`config.mk`:
```
export PLATFORM = sky130hd
export DESIGN_NAME = video_timing_flat
export DESIGN_NICKNAME = d
export VERILOG_FILES = /design/src/rtl/video_timing_if.sv /design/src/rtl/video_timing.sv /design/src/flat_wrapper.sv
export SDC_FILE = /design/constraint.sdc
export NUM_CORES = 1
export LEC_CHECK = 0
export ABC_AREA = 1
export CORE_MARGIN = 2
export CORE_UTILIZATION = 45
export CTS_CLUSTER_SIZE = 14
export DETAILED_ROUTE_END_ITERATION = 8
export HOLD_SLACK_MARGIN = 0.05
export PLACE_DENSITY = 0.74
export SYNTH_ARGS = -nofsm -noshare
export SYNTH_HDL_FRONTEND = slang
export SYNTH_SLANG_ARGS = --single-unit
```
`constraint.sdc`:
```
create_clock -name gpu_clk -period 2.2 [get_ports gpu_clk]
set_clock_uncertainty 0.05 [all_clocks]
set_input_delay 0.33 -clock gpu_clk [delete_from_list [all_inputs] [get_ports gpu_clk]]
set_output_delay 0.33 -clock gpu_clk [all_outputs]
set_load 0.01 [all_outputs]
```
`src/rtl/video_timing_if.sv`:
```
// Raster outputs of video_timing: sync pins, game-space coordinates,
// prefetch requests and the vblank interrupt pulse.
interface video_timing_if;
  logic        hsync_o;
  logic        vsync_o;
  logic        visible_o;
  logic        in_game_o;
  logic [7:0]  display_x_o;
  logic [7:0]  display_y_o;
  logic        prefetch_start_o;
  logic [7:0]  prefetch_y_o;
  logic        vblank_start_o;
  logic [15:0] frame_count_o;

  modport master (
    output hsync_o, vsync_o, visible_o, in_game_o, display_x_o, display_y_o,
           prefetch_start_o, prefetch_y_o, vblank_start_o, frame_count_o
  );

  modport slave (
    input  hsync_o, vsync_o, visible_o, in_game_o, display_x_o, display_y_o,
           prefetch_start_o, prefetch_y_o, vblank_start_o, frame_count_o
  );
endinterface

```
`src/rtl/video_timing.sv`:
```
// VGA 640x480@60 raster generator mapping a 256x240 game area at 2x scale.
// Define VIDEO_TIMING_FRAME_COUNT_EN to enable the 16-bit frame counter.
module video_timing #(
  parameter int H_VISIBLE  = 640,
  parameter int H_FRONT    = 16,
  parameter int H_SYNC     = 96,
  parameter int H_BACK     = 48,
  parameter int V_VISIBLE  = 480,
  parameter int V_FRONT    = 10,
  parameter int V_SYNC     = 2,
  parameter int V_BACK     = 33,
  parameter int X_OFFSET   = 64,
  parameter int Y_OFFSET   = 0,
  parameter int PREFETCH_H = 0
) (
  input  logic           gpu_clk,
  input  logic           rst,
  video_timing_if.master vt
);

  localparam int H_TOTAL  = H_VISIBLE + H_FRONT + H_SYNC + H_BACK;
  localparam int V_TOTAL  = V_VISIBLE + V_FRONT + V_SYNC + V_BACK;
  localparam int HS_START = H_VISIBLE + H_FRONT;
  localparam int HS_END   = HS_START + H_SYNC;
  localparam int VS_START = V_VISIBLE + V_FRONT;
  localparam int VS_END   = VS_START + V_SYNC;
  // Line 0 is fetched one game line (two rows) before the window starts.
  localparam int PF0_V    = (Y_OFFSET + V_TOTAL - 2) % V_TOTAL;

  logic [9:0] r_hcount;
  logic [9:0] r_vcount;
  logic       w_h_last;
  logic       w_v_last;

  assign w_h_last = (r_hcount == 10'(H_TOTAL - 1));
  assign w_v_last = (r_vcount == 10'(V_TOTAL - 1));

  always_ff @(posedge gpu_clk) begin
    if (rst) begin
      r_hcount <= 10'd0;
      r_vcount <= 10'd0;
    end else if (w_h_last) begin
      r_hcount <= 10'd0;
      r_vcount <= w_v_last ? 10'd0 : r_vcount + 10'd1;
    end else begin
      r_hcount <= r_hcount + 10'd1;
    end
  end

  logic [9:0] w_hrel;
  logic [9:0] w_vrel;
  logic       w_hsync_n;
  logic       w_vsync_n;
  logic       w_visible;
  logic       w_in_game;
  logic       w_pf_first;
  logic       w_pf_line;
  logic       w_pf_start;
  logic [7:0] w_pf_y;
  logic       w_vblank;

  // Rows/columns before the window wrap to large values, so one unsigned
  // compare covers both edges of the window.
  always_comb begin
    w_hrel     = r_hcount - 10'(X_OFFSET);
    w_vrel     = r_vcount - 10'(Y_OFFSET);
    w_hsync_n  = !((r_hcount >= 10'(HS_START)) && (r_hcount < 10'(HS_END)));
    w_vsync_n  = !((r_vcount >= 10'(VS_START)) && (r_vcount < 10'(VS_END)));
    w_visible  = (r_hcount < 10'(H_VISIBLE)) && (r_vcount < 10'(V_VISIBLE));
    w_in_game  = (w_hrel < 10'd512) && (w_vrel < 10'd480);
    w_pf_first = (r_hcount == 10'(PREFETCH_H)) && (r_vcount == 10'(PF0_V));
    w_pf_line  = (r_hcount == 10'(PREFETCH_H)) && (w_vrel < 10'd478) && !w_vrel[0];
    w_pf_start = w_pf_first || w_pf_line;
    w_pf_y     = w_pf_first ? 8'd0 : w_vrel[8:1] + 8'd1;
    w_vblank   = (r_hcount == 10'd0) && (r_vcount == 10'(V_VISIBLE));
  end

  logic       r_hsync;
  logic       r_vsync;
  logic       r_visible;
  logic       r_in_game;
  logic [7:0] r_display_x;
  logic [7:0] r_display_y;
  logic       r_pf_start;
  logic [7:0] r_pf_y;
  logic       r_vblank;

  always_ff @(posedge gpu_clk) begin
    if (rst) begin
      r_hsync     <= 1'b1;
      r_vsync     <= 1'b1;
      r_visible   <= 1'b0;
      r_in_game   <= 1'b0;
      r_display_x <= 8'd0;
      r_display_y <= 8'd0;
      r_pf_start  <= 1'b0;
      r_pf_y      <= 8'd0;
      r_vblank    <= 1'b0;
    end else begin
      r_hsync     <= w_hsync_n;
      r_vsync     <= w_vsync_n;
      r_visible   <= w_visible;
      r_in_game   <= w_in_game;
      r_display_x <= w_in_game ? w_hrel[8:1] : 8'd0;
      r_display_y <= w_in_game ? w_vrel[8:1] : 8'd0;
      r_pf_start  <= w_pf_start;
      if (w_pf_start) begin
        r_pf_y <= w_pf_y;
      end
      r_vblank    <= w_vblank;
    end
  end

  assign vt.hsync_o          = r_hsync;
  assign vt.vsync_o          = r_vsync;
  assign vt.visible_o        = r_visible;
  assign vt.in_game_o        = r_in_game;
  assign vt.display_x_o      = r_display_x;
  assign vt.display_y_o      = r_display_y;
  assign vt.prefetch_start_o = r_pf_start;
  assign vt.prefetch_y_o     = r_pf_y;
  assign vt.vblank_start_o   = r_vblank;

`ifdef VIDEO_TIMING_FRAME_COUNT_EN
  logic [15:0] r_frame_count;

  // Steps on the same decode as the vblank pulse so both outputs move together.
  always_ff @(posedge gpu_clk) begin
    if (rst) begin
      r_frame_count <= 16'd0;
    end else if (w_vblank) begin
      r_frame_count <= r_frame_count + 16'd1;
    end
  end

  assign vt.frame_count_o = r_frame_count;
`else
  assign vt.frame_count_o = 16'd0;
`endif

endmodule

```
`src/flat_wrapper.sv`:
```
// flat-port wrapper written by rule: the top's interface ports become plain ports
module video_timing_flat 
#(
  parameter int H_VISIBLE  = 640,
  parameter int H_FRONT    = 16,
  parameter int H_SYNC     = 96,
  parameter int H_BACK     = 48,
  parameter int V_VISIBLE  = 480,
  parameter int V_FRONT    = 10,
  parameter int V_SYNC     = 2,
  parameter int V_BACK     = 33,
  parameter int X_OFFSET   = 64,
  parameter int Y_OFFSET   = 0,
  parameter int PREFETCH_H = 0
)
  (gpu_clk, rst, vt_hsync_o, vt_vsync_o, vt_visible_o, vt_in_game_o, vt_display_x_o, vt_display_y_o, vt_prefetch_start_o, vt_prefetch_y_o, vt_vblank_start_o, vt_frame_count_o);
  video_timing_if vt_i ();
  input  logic gpu_clk;
  input  logic rst;
  output wire logic [$bits(vt_i.hsync_o)-1:0] vt_hsync_o;
  output wire logic [$bits(vt_i.vsync_o)-1:0] vt_vsync_o;
  output wire logic [$bits(vt_i.visible_o)-1:0] vt_visible_o;
  output wire logic [$bits(vt_i.in_game_o)-1:0] vt_in_game_o;
  output wire logic [$bits(vt_i.display_x_o)-1:0] vt_display_x_o;
  output wire logic [$bits(vt_i.display_y_o)-1:0] vt_display_y_o;
  output wire logic [$bits(vt_i.prefetch_start_o)-1:0] vt_prefetch_start_o;
  output wire logic [$bits(vt_i.prefetch_y_o)-1:0] vt_prefetch_y_o;
  output wire logic [$bits(vt_i.vblank_start_o)-1:0] vt_vblank_start_o;
  output wire logic [$bits(vt_i.frame_count_o)-1:0] vt_frame_count_o;
  assign vt_hsync_o = vt_i.hsync_o;
  assign vt_vsync_o = vt_i.vsync_o;
  assign vt_visible_o = vt_i.visible_o;
  assign vt_in_game_o = vt_i.in_game_o;
  assign vt_display_x_o = vt_i.display_x_o;
  assign vt_display_y_o = vt_i.display_y_o;
  assign vt_prefetch_start_o = vt_i.prefetch_start_o;
  assign vt_prefetch_y_o = vt_i.prefetch_y_o;
  assign vt_vblank_start_o = vt_i.vblank_start_o;
  assign vt_frame_count_o = vt_i.frame_count_o;
  video_timing #(.H_VISIBLE(H_VISIBLE), .H_FRONT(H_FRONT), .H_SYNC(H_SYNC), .H_BACK(H_BACK), .V_VISIBLE(V_VISIBLE), .V_FRONT(V_FRONT), .V_SYNC(V_SYNC), .V_BACK(V_BACK), .X_OFFSET(X_OFFSET), .Y_OFFSET(Y_OFFSET), .PREFETCH_H(PREFETCH_H)) u_core (.gpu_clk(gpu_clk), .rst(rst), .vt(vt_i));
endmodule
```
==> Word level (Yosys, flattened, before mapping) <==
Index checks and enable logic that the tools add are counted.
{ "word_totals": {"regBits": 50, "inputBits": 2, "elab_cells": 45} }
{ "classes": {"add_sub_neg": 4, "n_lt_le_gt_ge": 8, "eq_ne": 4, "muxes": 2, "n_bitwise": 1, "n_reduce_logical": 15} }
{ "op_table": {"columns": ["cell", "n"], "rows": [
  ["$eq A10 B10 Y1 const B", 3],
  ["$lt A10 B10 Y1 const B", 3],
  ["$lt A10 B9 Y1 const B", 3],
  ["$add A10 B1 Y10 const B", 2],
  ["$eq A10 B9 Y1 const B", 1],
  ["$ge A10 B10 Y1 const B", 1],
  ["$ge A10 B9 Y1 const B", 1],
  ["$logic_not A10 Y1", 1],
  ["$mux W10", 1],
  ["$sub A10 B7 Y10 const B", 1],
  ["$add A8 B1 Y8 const B", 1],
  ["$logic_and A1 B1 Y1", 8],
  ["$mux W8", 1],
  ["$reduce_or A2 Y1", 2],
  ["$logic_not A1 Y1", 3],
  ["$logic_or A1 B1 Y1", 1],
  ["$not A1 Y1", 1]
]} }

==> Logic depth before layout (Yosys ltp) <==
Gate-level depths: netlist of run 1.
{ "depth": {"depth_word": 5, "depth_mapped": 11, "ltp_nobuf": 11} }

==> Worst setup path after synthesis of run 1 <==
No wires, ideal clock.
{ "synth_path": {"kind": "register -> register", "startpoint": "reg u_core.r_hcount[6]", "endpoint": "reg u_core.r_pf_y[6] (netlist: u_core.vt.prefetch_y_o[6])", "arrival_ns": 1.323, "required_ns": 2.035, "path_slack_ns": 0.712, "path_stages_with_launch": 11, "n_path_buf": 1, "period_less_slack_ns": 1.488, "cell_sequence": "dfxtp_1 > inv_1 > ha_1 > nand2_1 > nor2_1 > nand2_2 > nor2_4 > nand2_2 > buf_6 > a21oi_1 > nor2_1"} }
{ "synth_between": {"elab_chain_cells": 4, "word_cells_on_any_way": 6, "classes_between": "1 x mux; 5 x reduce/logical"} }
{ "synth_lines": {"columns": ["item", "line", "source"], "rows": [
  ["from (decl)", "video_timing.sv:30", "logic [9:0] r_hcount;"],
  ["from (signal assigned)", "video_timing.sv:46", "r_hcount <= r_hcount + 10'd1;"],
  ["$logic_not A10 Y1 *", "video_timing.sv:71, video_timing.sv:72", null],
  ["$logic_and A1 B1 Y1 (2 in series)", "video_timing.sv:72", "w_pf_line = (r_hcount == 10'(PREFETCH_H)) && (w_vrel < 10'd478) && !w_vrel[0];"],
  ["$logic_or A1 B1 Y1", "video_timing.sv:73", "w_pf_start = w_pf_first || w_pf_line;"],
  ["to (signal assigned)", "video_timing.sv:108", "r_pf_y <= w_pf_y;"],
  ["to (decl)", "video_timing.sv:85", "logic [7:0] r_pf_y;"]
]} }
Every way passes the cells marked *; elsewhere a longest branch is shown, timed or not.
A chain may end at the register's enable or synchronous reset.

==> Final worst setup path of run 1 <==
{ "layout_path": {"startpoint": "reg u_core.r_hcount[6]", "endpoint": "reg u_core.r_pf_y[7] (netlist: u_core.vt.prefetch_y_o[7])"} }
Same word-level chain as after synthesis.

==> flow_summary.yaml, run 1 <==
worst_setup_path:
  worst_setup_path_start_kind: "flip-flop"
  r2r_cells: 10
  regToRegStartpoint: "u_core.r_hcount[6]$_SDFF_PP0_"
  worst_reg_to_reg_setup_slack_ns: 0.41
  r2r-end: "u_core.vt.prefetch_y_o[7]$_SDFFE_PP0P_"
  worst_ep_required_time_ns: 2.39
  cp_data_arrival_time_ns: 1.98
  worstSetupPathType: "flip-flop to flip-flop"
  timing.critical_path.to_type: "flip-flop"
  top_fanout_value_on_the_critical_path: 12
clocking:
  postCtsResizedCells: 0
  post_cts_buffers: 0
  htree_num_levels: 2
  post_cts_hold_buffer_count: 0
  cts-root-to-sink-buffers: 2
  tritoncts: "done"
  clock_pin_slew_reported_for_the_worst_setup_and_hold_paths_after_clock_tree_synthesis_ns: 0.09
  number_of_clock_buffers_inserted_by_tritoncts: 5
  clock_latency_ns: 0.30
  clockRootBuffer: "clkbuf_8"
  cts_num_sinks: 50
global_routing:
  number_of_global_route_vias_before_repair: 1747
  global_route_wire_length_before_repair_microns: 7890
  antenna_found_initial: 0
  grt_ovf: 0
  grt_max_degree: 17
  grt_usage_pct: 16.4
final_layout:
  final_area_sq_mm: 0.00286
  register_area_sq_mm: 0.00100
  finish.cell_count_without_fillers: 411
  post_route_cells_drive_above_1_share_pct: 14.1
  multi_input_area_sq_mm: 0.00120
  post-route-util_pct: 55.2
  flow.area_growth_from_synthesis_pct: 16.4
  insertedDiodeCount: 0
  design.final.nets: 352
  fillerInstances: 478
placement:
  placedCellCount: 403
  placedInstanceArea_sq_mm: 0.00275
  port-buffer-count: 31
  post-place-ws_ns: 0.336
  detailed_place_hpwl_microns: 3670
  place.gp.congestion: 0.921
worst_hold_path:
  worstHoldEndpoint: "u_core.vt.display_x_o[5]$_SDFF_PP0_"
  timing.hold.worst.class: "flip-flop to flip-flop"
  hold-path-cell-count: 1
  hold_path_startpoint: "u_core.r_hcount[6]$_SDFF_PP0_"
timing:
  timing.final.crit_share_pct: 81.3
  maxSlewViolCount: 0
  setup_slack_ns: 0.411
  report.final.hold_viol_count: 0
  totalNegativeSetupSlack_ns: 0
  rsz0062_at_grt: "false"
  timing.final.setup_violations: 0
  post-route-min-period_ns: 1.79
  fmax_mhz: 559
job:
  number_of_max_cap_violations: 0
run_status:
  outcome: "finished, final reports clean"
floorplanning:
  die_width_microns: 77.8
  number_of_standard_cell_rows_in_the_floorplan: 26
  initial_utilization_pct: 47.4
  boundaryPins: 48
  design.die.area_sq_mm: 0.00606
  die_h_microns: 77.8
  coreArea_sq_mm: 0.00517
routing:
  avgViaCountPerCell: 4.69
  drt_pass1_iterations: 4
  first_iter_violations: 72
  drt_drc_violations_left: 0
  postRouteAntennaNets: 0
  wire_per_inst_microns: 11.7
  wl_microns: 4820
  vias: 1926
logic_synthesis:
  post_synth.cell_area_avg_sq_um: 7.97
  syn-instance-count: 308
  synth_cell_type_count: 33
  yosysSeqAreaShare_pct: 40.8
  yosys-top-cells-area: "dfxtp_1 (41%), nand2_1 (7.5%), nor2_1 (6.6%)"
  yosys.area.top_type: "dfxtp_1"
  postSynthRegisterBits: 50
  yosysWarningCount: 0
  synth_area_sq_mm: 0.00245
  synth_top_area_share_pct: 40.8
power_and_ir_drop:
  ir_drop_mv: 0.387
  power.density_cell_area_mw_per_mm2: 587
  power.static_leakage_nw: 1.20
==> per-layer routing <==
metal / vias up / routed length [microns] / GRT usage [%]
li1: 995 / - / -
met1: 871 / 2290 / 21.1
met2: 47 / 2210 / 25.9
met3: 13 / 193 / 3.49
met4: 0 / 127 / 8.21
met5: - / 0 / 0
==> placed cells by master, fill, tap and decap left out, types with 3 or more instances in the layout <==
| cell | count |
|---|---|
| nand3_1 | 18 |
| inv_2 | 7 |
| nand3_2 | 3 |
| ha_1 | 10 |
| clkbuf_8 | 5 |
| nor3_1 | 7 |
| conb_1 | 16 |
| inv_1 | 30 |
| nand4_1 | 6 |
| nor2_1 | 43 |
| dfxtp_1 | 50 |
| a21oi_1 | 11 |
| xor2_1 | 11 |
| nand2_2 | 5 |
| nor2_4 | 6 |
| nand2_1 | 49 |
| nor2_2 | 12 |
| clkdlybuf4s50_1 | 31 |
==> Yosys cell counts <==
| library cell | n |
|---|---|
| inv_1 | 30 |
| o21a_1 | 1 |
| dfxtp_1 | 50 |
| nand2_1 | 49 |
| nand3_1 | 18 |
| nor4_1 | 1 |
| o21ai_0 | 2 |
| o21bai_1 | 1 |
| xor2_1 | 11 |
| o2bb2ai_1 | 1 |
| nand3b_1 | 2 |
| nor3_4 | 1 |
| buf_2 | 2 |
| conb_1 | 1 |
| nand3_4 | 1 |
| nor2_1 | 43 |
| nand2_2 | 5 |
| nor2_4 | 6 |
| a21oi_1 | 11 |
| nor4b_1 | 1 |
| buf_4 | 16 |
| nand4_1 | 6 |
| ha_1 | 10 |
| nand2_4 | 2 |
| xnor2_1 | 1 |
| nor2_2 | 12 |
| nor3_1 | 7 |
| clkbuf_1 | 1 |
| inv_2 | 7 |
| nand3_2 | 3 |
| buf_6 | 3 |
| o211ai_1 | 1 |
| o21ai_2 | 2 |
==> cells by family after synthesis <==
group	after synthesis	synth area share, %
other	1	0.153
XOR/XNOR	12	4.28
AND/OR/NAND/NOR	157	32.5
AO/OA/AOI/OAI	19	4.64
adder cells (fa/ha/maj)	10	5.10
buffers and inverters	59	12.5
flip-flops	50	40.8
==> worst max-delay path: stages, from the launching register on <==
cell     delay [ns]
dfxtp_1        0.34
inv_1          0.20
ha_1           0.21
nand2_1        0.06
nor2_1         0.14
nand2_2        0.10
nor2_4         0.10
nand2_2        0.16
inv_1          0.17
nand2_1        0.07
a21oi_1        0.12
==> sequential cells by signal (all words and copies together), names as in the netlist <==
register,cells
u_core.vt.prefetch_y_o,8
u_core.vt.vsync_o,1
u_core.vt.vblank_start_o,1
u_core.vt.hsync_o,1
u_core.vt.display_y_o,8
u_core.vt.display_x_o,8
u_core.r_hcount,10
u_core.vt.in_game_o,1
u_core.vt.prefetch_start_o,1
u_core.r_vcount,10
u_core.vt.visible_o,1
==> per-stage QoR <==
stage | hold slack (ns) | power (mW)
after floorplan | 0.367 | 1.05
after global placement | 0.381 | 1.06
after detailed placement | 0.401 | 1.06
after CTS | 0.419 | 1.69
after global routing | 0.435 | 1.74
final | 0.414 | 1.68
==> where the power goes <==
part           leakage (nW)  internal [mW]  total, mW  switching [mW]
clock                0.0579          0.335      0.639           0.304
sequential            0.405          0.918      0.927         0.00888
combinational         0.739         0.0398      0.112          0.0723
==> worst max path at each step <==
stage                                             start                                      to  slack, ns  cells past startpoint
after floorplan           u_core.r_hcount[6]$_SDFF_PP0_  u_core.vt.prefetch_y_o[6]$_SDFFE_PP0P_       0.71                     10
after global placement                              rst           u_core.r_hcount[7]$_SDFF_PP0_       0.38                      5
after detailed placement                            rst           u_core.r_hcount[7]$_SDFF_PP0_       0.34                      5
after CTS                 u_core.r_hcount[6]$_SDFF_PP0_  u_core.vt.prefetch_y_o[7]$_SDFFE_PP0P_       0.42                     10
after global routing      u_core.r_hcount[6]$_SDFF_PP0_  u_core.vt.prefetch_y_o[0]$_SDFFE_PP0P_       0.22                     10
final                     u_core.r_hcount[6]$_SDFF_PP0_  u_core.vt.prefetch_y_o[7]$_SDFFE_PP0P_       0.41                     10
==> cell type report <==
| class | count | area share (%) |
|---|---|---|
| Multi-Input combinational cell | 214 | 42.1 |
| Clock buffer | 5 | 2.41 |
| Tap cell | 70 | 3.07 |
| Inverter | 37 | 4.86 |
| Sequential cell | 50 | 35.0 |
| Timing Repair Buffer | 32 | 11.1 |
| Clock inverter | 3 | 1.40 |
No activity file was read; power rests on OpenSTA's default activity.
==> run 2, diff against run 1 <==
PLACE_DENSITY = 0.77   (was 0.74)
clock period = 1.4 ns   (was 2.2 ns; I/O delays follow)
==> flow_summary.yaml, run 2 (synthesized netlist as in run 1, its figures left out) <==
power_and_ir_drop:
  power.density_cell_area_mw_per_mm2: 708
  power.share.sequential_pct: 57.5
  power.share.clock_pct: 31.7
  ir_drop_mv: 0.774
  internal_power_mw: 1.90
  power.static_leakage_nw: 1.69
  power.share.combinational_pct: 10.8
  power.switching_fraction_pct: 24.7
  post-layout-total-power_mw: 2.53
  net-switching-power_uw: 625
final_layout:
  fillerInstances: 427
  reg_top3: "u_core.r_hcount (10), u_core.r_vcount (10)"
  final_area_sq_mm: 0.00357
  post_route_cells_drive_above_1_share_pct: 38.4
  insertedDiodeCount: 0
  layout.cells.most_common: "buf_4"
  final_cell_mix: "buf_4 (60), nand2_1 (43), dfxtp_1 (37), nor2_1 (33), dlygate4sd2_1 (29)"
  design.final.nets: 416
  flow.area_growth_from_synthesis_pct: 45.6
worst_setup_path:
  worst_reg_to_reg_setup_slack_ns: -0.08
  regToRegStartpoint: "u_core.r_hcount[7]$_SDFF_PP0_"
  r2r-end: "u_core.vt.prefetch_y_o[5]$_SDFFE_PP0P_"
  crit_startpoint: "u_core.r_hcount[7]$_SDFF_PP0_"
  critical_path.endpoint: "u_core.vt.prefetch_y_o[5]$_SDFFE_PP0P_"
  r2r_cells: 10
  worstSetupPathType: "flip-flop to flip-flop"
  top_fanout_value_on_the_critical_path: 5
  timing.critical_path.to_type: "flip-flop"
  worst_ep_required_time_ns: 1.55
  worst_setup_path_start_kind: "flip-flop"
  cp_data_arrival_time_ns: 1.64
timing:
  timing.final.crit_share_pct: 106
  totalNegativeSetupSlack_ns: -1.09
  timing.final.setup_violations: 31
  fmax_mhz: 674
  whs_ns: 0.432
  setup_slack_ns: -0.0841
  maxSlewViolCount: 0
  rsz0062_at_grt: "true"
  report.final.hold_viol_count: 0
  post-route-min-period_ns: 1.48
floorplanning:
  boundaryPins: 48
  die_width_microns: 77.8
  number_of_standard_cell_rows_in_the_floorplan: 26
  coreArea_sq_mm: 0.00517
  design.die.area_sq_mm: 0.00606
  die_h_microns: 77.8
  initial_utilization_pct: 47.4
placement:
  detailed_place_hpwl_microns: 4290
  post-place-ws_ns: -0.254
  place.gp.congestion: 0.883
  port-buffer-count: 31
  placedInstanceArea_sq_mm: 0.00320
routing:
  postRouteAntennaNets: 0
  first_iter_violations: 192
  vias: 2248
  drt_drc_violations_left: 0
  wire_per_inst_microns: 13.0
  avgViaCountPerCell: 4.74
  drt_pass1_iterations: 4
  wl_microns: 6180
worst_hold_path:
  hold_path_startpoint: "u_core.vt.prefetch_y_o[7]$_SDFFE_PP0P_"
  timing.hold.worst.class: "flip-flop to flip-flop"
global_routing:
  grt_ovf: 0
  number_of_global_route_vias_before_repair: 2178
  grt_usage_pct: 19.4
  global_route_wire_length_before_repair_microns: 9340
  antenna_found_initial: 0
  grt_max_degree: 17
clocking:
  number_of_clock_buffers_inserted_by_tritoncts: 5
  tritoncts: "done"
  cts_num_sinks: 50
  htree_num_levels: 2
  clock_pin_slew_reported_for_the_worst_setup_and_hold_paths_after_clock_tree_synthesis_ns: 0.08
  cts-root-to-sink-buffers: 2
  clock_latency_ns: 0.31
  clockRootBuffer: "clkbuf_8"
run_status:
  outcome: "finished with violations"
  failed_checks: "setup timing"
job:
  number_of_max_cap_violations: 0
run 2: cell count changes in the layout (fill, tap and decap cells not counted), sizes merged:
cell,delta
bufinv,-1
dlygate4sd2,+29
clkbuf,+2
clkdlybuf4s50,-30
buf,+63
clkinv,-1
dlymetal6s2s,+1
run 2: worst min path at each step:
| stage | to | slack, ns | cells past startpoint |
|---|---|---|---|
| floorplan | u_core.vt.vsync_o$_SDFF_PP1_ | 0.31 | 2 |
| global placement | u_core.vt.prefetch_y_o[7]$_SDFFE_PP0P_ | 0.40 | 2 |
| detailed placement | u_core.vt.prefetch_y_o[7]$_SDFFE_PP0P_ | 0.42 | 2 |
| CTS | u_core.vt.prefetch_y_o[7]$_SDFFE_PP0P_ | 0.43 | 2 |
| global route | u_core.vt.prefetch_y_o[2]$_SDFFE_PP0P_ | 0.45 | 2 |
| finish | u_core.vt.prefetch_y_o[7]$_SDFFE_PP0P_ | 0.43 | 2 |
run 2: final cells by class:
class	count	area (sq um)	area share (%)
multi-input cells	214	1430	40.0
inverters	37	159	4.45
repair buffers	95	790	22.1
flip-flops and latches	50	1020	28.6
clock buffers	7	76.3	2.14
well taps	70	87.6	2.45
repair inverters	1	8.76	0.245
run 2: repair_timing:
item,in CTS,in global routing
pin swaps,9,16
gates cloned,0,1
resized for setup,52,55
setup endpoints to repair,67,46
setup buffers,2,6
endpoints found under the hold margin,0,0
hold buffers,0,0
run 2: power groups by stage:
stage | sequential [mW] | clock [mW] | combinational, mW
after CTS | 1.46 | 0.825 | 0.255
after global routing | 1.46 | 0.874 | 0.293
after floorplan | 1.50 | 0 | 0.158
after global placement | 1.49 | 0 | 0.230
final | 1.45 | 0.802 | 0.272
after detailed placement | 1.49 | 0 | 0.238
run 2: worst max-delay path, cell delays in order, from the launching register on:
cell and delay, ns:
dfxtp_2 0.33, inv_2 0.07, ha_4 0.16, nand2_4 0.05
nor2_4 0.12, nand2_4 0.08, nor2_4 0.11, nand2_4 0.10
buf_12 0.14, o21ai_4 0.12, nor2_2 0.04
run 2: per-layer routing:
layer / GRT usage (%) / up-vias / wire length, microns
li1: - / 1118 / -
met1: 20.8 / 1060 / 2400
met2: 38.0 / 58 / 3380
met3: 4.53 / 12 / 287
met4: 4.46 / 0 / 102
met5: 0 / - / 0
run 2: metrics by stage:
| step | std cells | utilization [%] |
|---|---|---|
| after floorplan | 323 | - |
| after global placement | 458 | 61.9 |
| after detailed placement | 458 | 61.9 |
| after CTS | 467 | 64.5 |
| after global routing | 474 | 69.1 |
| final | 474 | 69.1 |
==> run 3, diff against run 2 <==
CELL_PAD_IN_SITES_DETAIL_PLACEMENT = 1   (was default)
CELL_PAD_IN_SITES_GLOBAL_PLACEMENT = 2   (was default)
CORE_UTILIZATION = 27   (was 45)
PLACE_DENSITY = 0.79   (was 0.77)
==> flow_summary.yaml, run 3 (synthesized netlist as in run 1, its figures left out) <==
power_and_ir_drop:
  power.share.sequential_pct: 52.5
  net-switching-power_uw: 688
  power.share.clock_pct: 37.9
  power.switching_fraction_pct: 24.8
  power.share.combinational_pct: 9.6
  ir_drop_mv: 0.451
  internal_power_mw: 2.08
  power.static_leakage_nw: 1.74
  power.density_cell_area_mw_per_mm2: 763
  post-layout-total-power_mw: 2.77
global_routing:
  global_route_wire_length_before_repair_microns: 11300
  grt_usage_pct: 14.5
  grt_max_degree: 17
  number_of_global_route_vias_before_repair: 2412
  antenna_found_initial: 0
  grt_ovf: 0
clocking:
  clock_pin_slew_reported_for_the_worst_setup_and_hold_paths_after_clock_tree_synthesis_ns: 0.10
  tritoncts: "done"
  clockRootBuffer: "clkbuf_8"
  cts_num_sinks: 50
  htree_num_levels: 2
  number_of_clock_buffers_inserted_by_tritoncts: 5
  clock_latency_ns: 0.31
  cts-root-to-sink-buffers: 2
worst_hold_path:
  hold-path-cell-count: 2
  timing.hold.worst.class: "flip-flop to flip-flop"
  hold_path_startpoint: "u_core.vt.prefetch_y_o[7]$_SDFFE_PP0P_"
routing:
  drt_drc_violations_left: 0
  vias: 2278
  avgViaCountPerCell: 4.37
  postRouteAntennaNets: 0
  wl_microns: 7130
  drt_pass1_iterations: 4
  wire_per_inst_microns: 13.7
  first_iter_violations: 56
placement:
  place.gp.congestion: 0.834
  placedInstanceArea_sq_mm: 0.00325
  detailed_place_hpwl_microns: 5180
  port-buffer-count: 31
final_layout:
  post-route-util_pct: 41.5
  multi_input_area_sq_mm: 0.00136
  final_cell_mix: "buf_4 (66), nand2_1 (44), dfxtp_1 (37), nor2_1 (35), dlygate4sd2_1 (29)"
  flow.area_growth_from_synthesis_pct: 48.2
  fillerInstances: 1086
  final_area_sq_mm: 0.00364
  reg_top3: "u_core.r_hcount (10), u_core.r_vcount (10)"
  design.final.nets: 424
  post_route_cells_drive_above_1_share_pct: 40.4
  register_area_sq_mm: 0.00103
  layout.cells.most_common: "buf_4"
  insertedDiodeCount: 0
run_status:
  failed_checks: "setup timing"
  outcome: "finished with violations"
timing:
  report.final.hold_viol_count: 0
  setup_slack_ns: -0.105
  timing.final.setup_violations: 25
  timing.final.crit_share_pct: 108
  post-route-min-period_ns: 1.51
  maxSlewViolCount: 0
  rsz0062_at_grt: "true"
  fmax_mhz: 664
  whs_ns: 0.410
floorplanning:
  number_of_standard_cell_rows_in_the_floorplan: 34
  die_h_microns: 99.3
  boundaryPins: 48
  initial_utilization_pct: 28.0
  coreArea_sq_mm: 0.00876
  design.die.area_sq_mm: 0.00987
  die_width_microns: 99.3
worst_setup_path:
  top_fanout_value_on_the_critical_path: 6
  worstSetupPathType: "flip-flop to flip-flop"
  worst_setup_path_start_kind: "flip-flop"
  timing.critical_path.to_type: "flip-flop"
  r2r_cells: 8
  crit_startpoint: "u_core.r_hcount[1]$_SDFF_PP0_"
  regToRegStartpoint: "u_core.r_hcount[1]$_SDFF_PP0_"
  worst_ep_required_time_ns: 1.56
  cp_data_arrival_time_ns: 1.66
job:
  number_of_max_cap_violations: 0
==> run 3: cell count changes in the layout (fill, tap and decap cells not counted), sizes merged <==
cell,delta
buf,+8
bufinv,+1
clkbuf,-2
clkinv,+1
clkinvlp,+1
inv,-1
nand2,+1
==> run 3: metrics by stage <==
step           setup slack, ns  cells  TNS [ns]
6_report                -0.105    521     -1.53
3_3_place_gp            -0.220    496     -6.19
4_1_cts                -0.0911    512    -0.780
3_5_place_dp            -0.262    496     -7.48
2_1_floorplan         -0.00139    323  -0.00139
5_1_grt                 -0.189    521     -3.76
==> run 3: worst max-delay path, cell delays in order (launching register included) <==
cell and delay, ns:
dfxtp_4 0.39, ha_4 0.14, nand3_4 0.07, nor2_4 0.20, nand3_4 0.16, nor2_4 0.16, nand3_1 0.10, nand2_1 0.09
nor2_1 0.04
==> run 3: final timing paths <==
path / endpoint / slack (ns)
max: u_core.r_vcount[9]$_SDFFE_PP0N_ / -0.11
min: u_core.vt.prefetch_y_o[7]$_SDFFE_PP0P_ / 0.41
max reg2reg: u_core.r_vcount[9]$_SDFFE_PP0N_ / -0.11
min reg2reg: u_core.vt.prefetch_y_o[7]$_SDFFE_PP0P_ / 0.41
==> run 3: final cells by class <==
cell class              count  area share [%]
clock buffers               5            1.89
repair buffers            103            23.3
clock inverters             3            1.10
flip-flops and latches     50            28.3
well taps                 108            3.72
multi-input cells         215            37.5
inverters                  37            4.20
==> run 3: per-layer routing <==
metal / share of wire [%] / vias up / global-route usage (%)
li1: - / 1147 / -
met1: 42 / 1096 / 16.0
met2: 55 / 29 / 27.9
met3: 2.7 / 6 / 3.09
met4: 0.83 / 0 / 3.37
met5: 0 / - / 0
==> run 3: power by group through the flow <==
stage	clock (mW)	sequential (mW)	combinational (mW)
3_5_place_dp	0	1.49	0.235
4_1_cts	1.09	1.46	0.255
6_report	1.05	1.46	0.265
3_3_place_gp	0	1.49	0.230
5_1_grt	1.14	1.46	0.292
2_1_floorplan	0	1.50	0.158
==> run 3: what timing repair did <==
action                                 4_1_cts  5_1_grt
pin swaps                                   13       17
hold buffers                                 0        0
setup buffers                                7        9
gates cloned                                 1        0
endpoints found under the hold margin        0        0
setup endpoints to repair                   74       40
resized for setup                           54       42
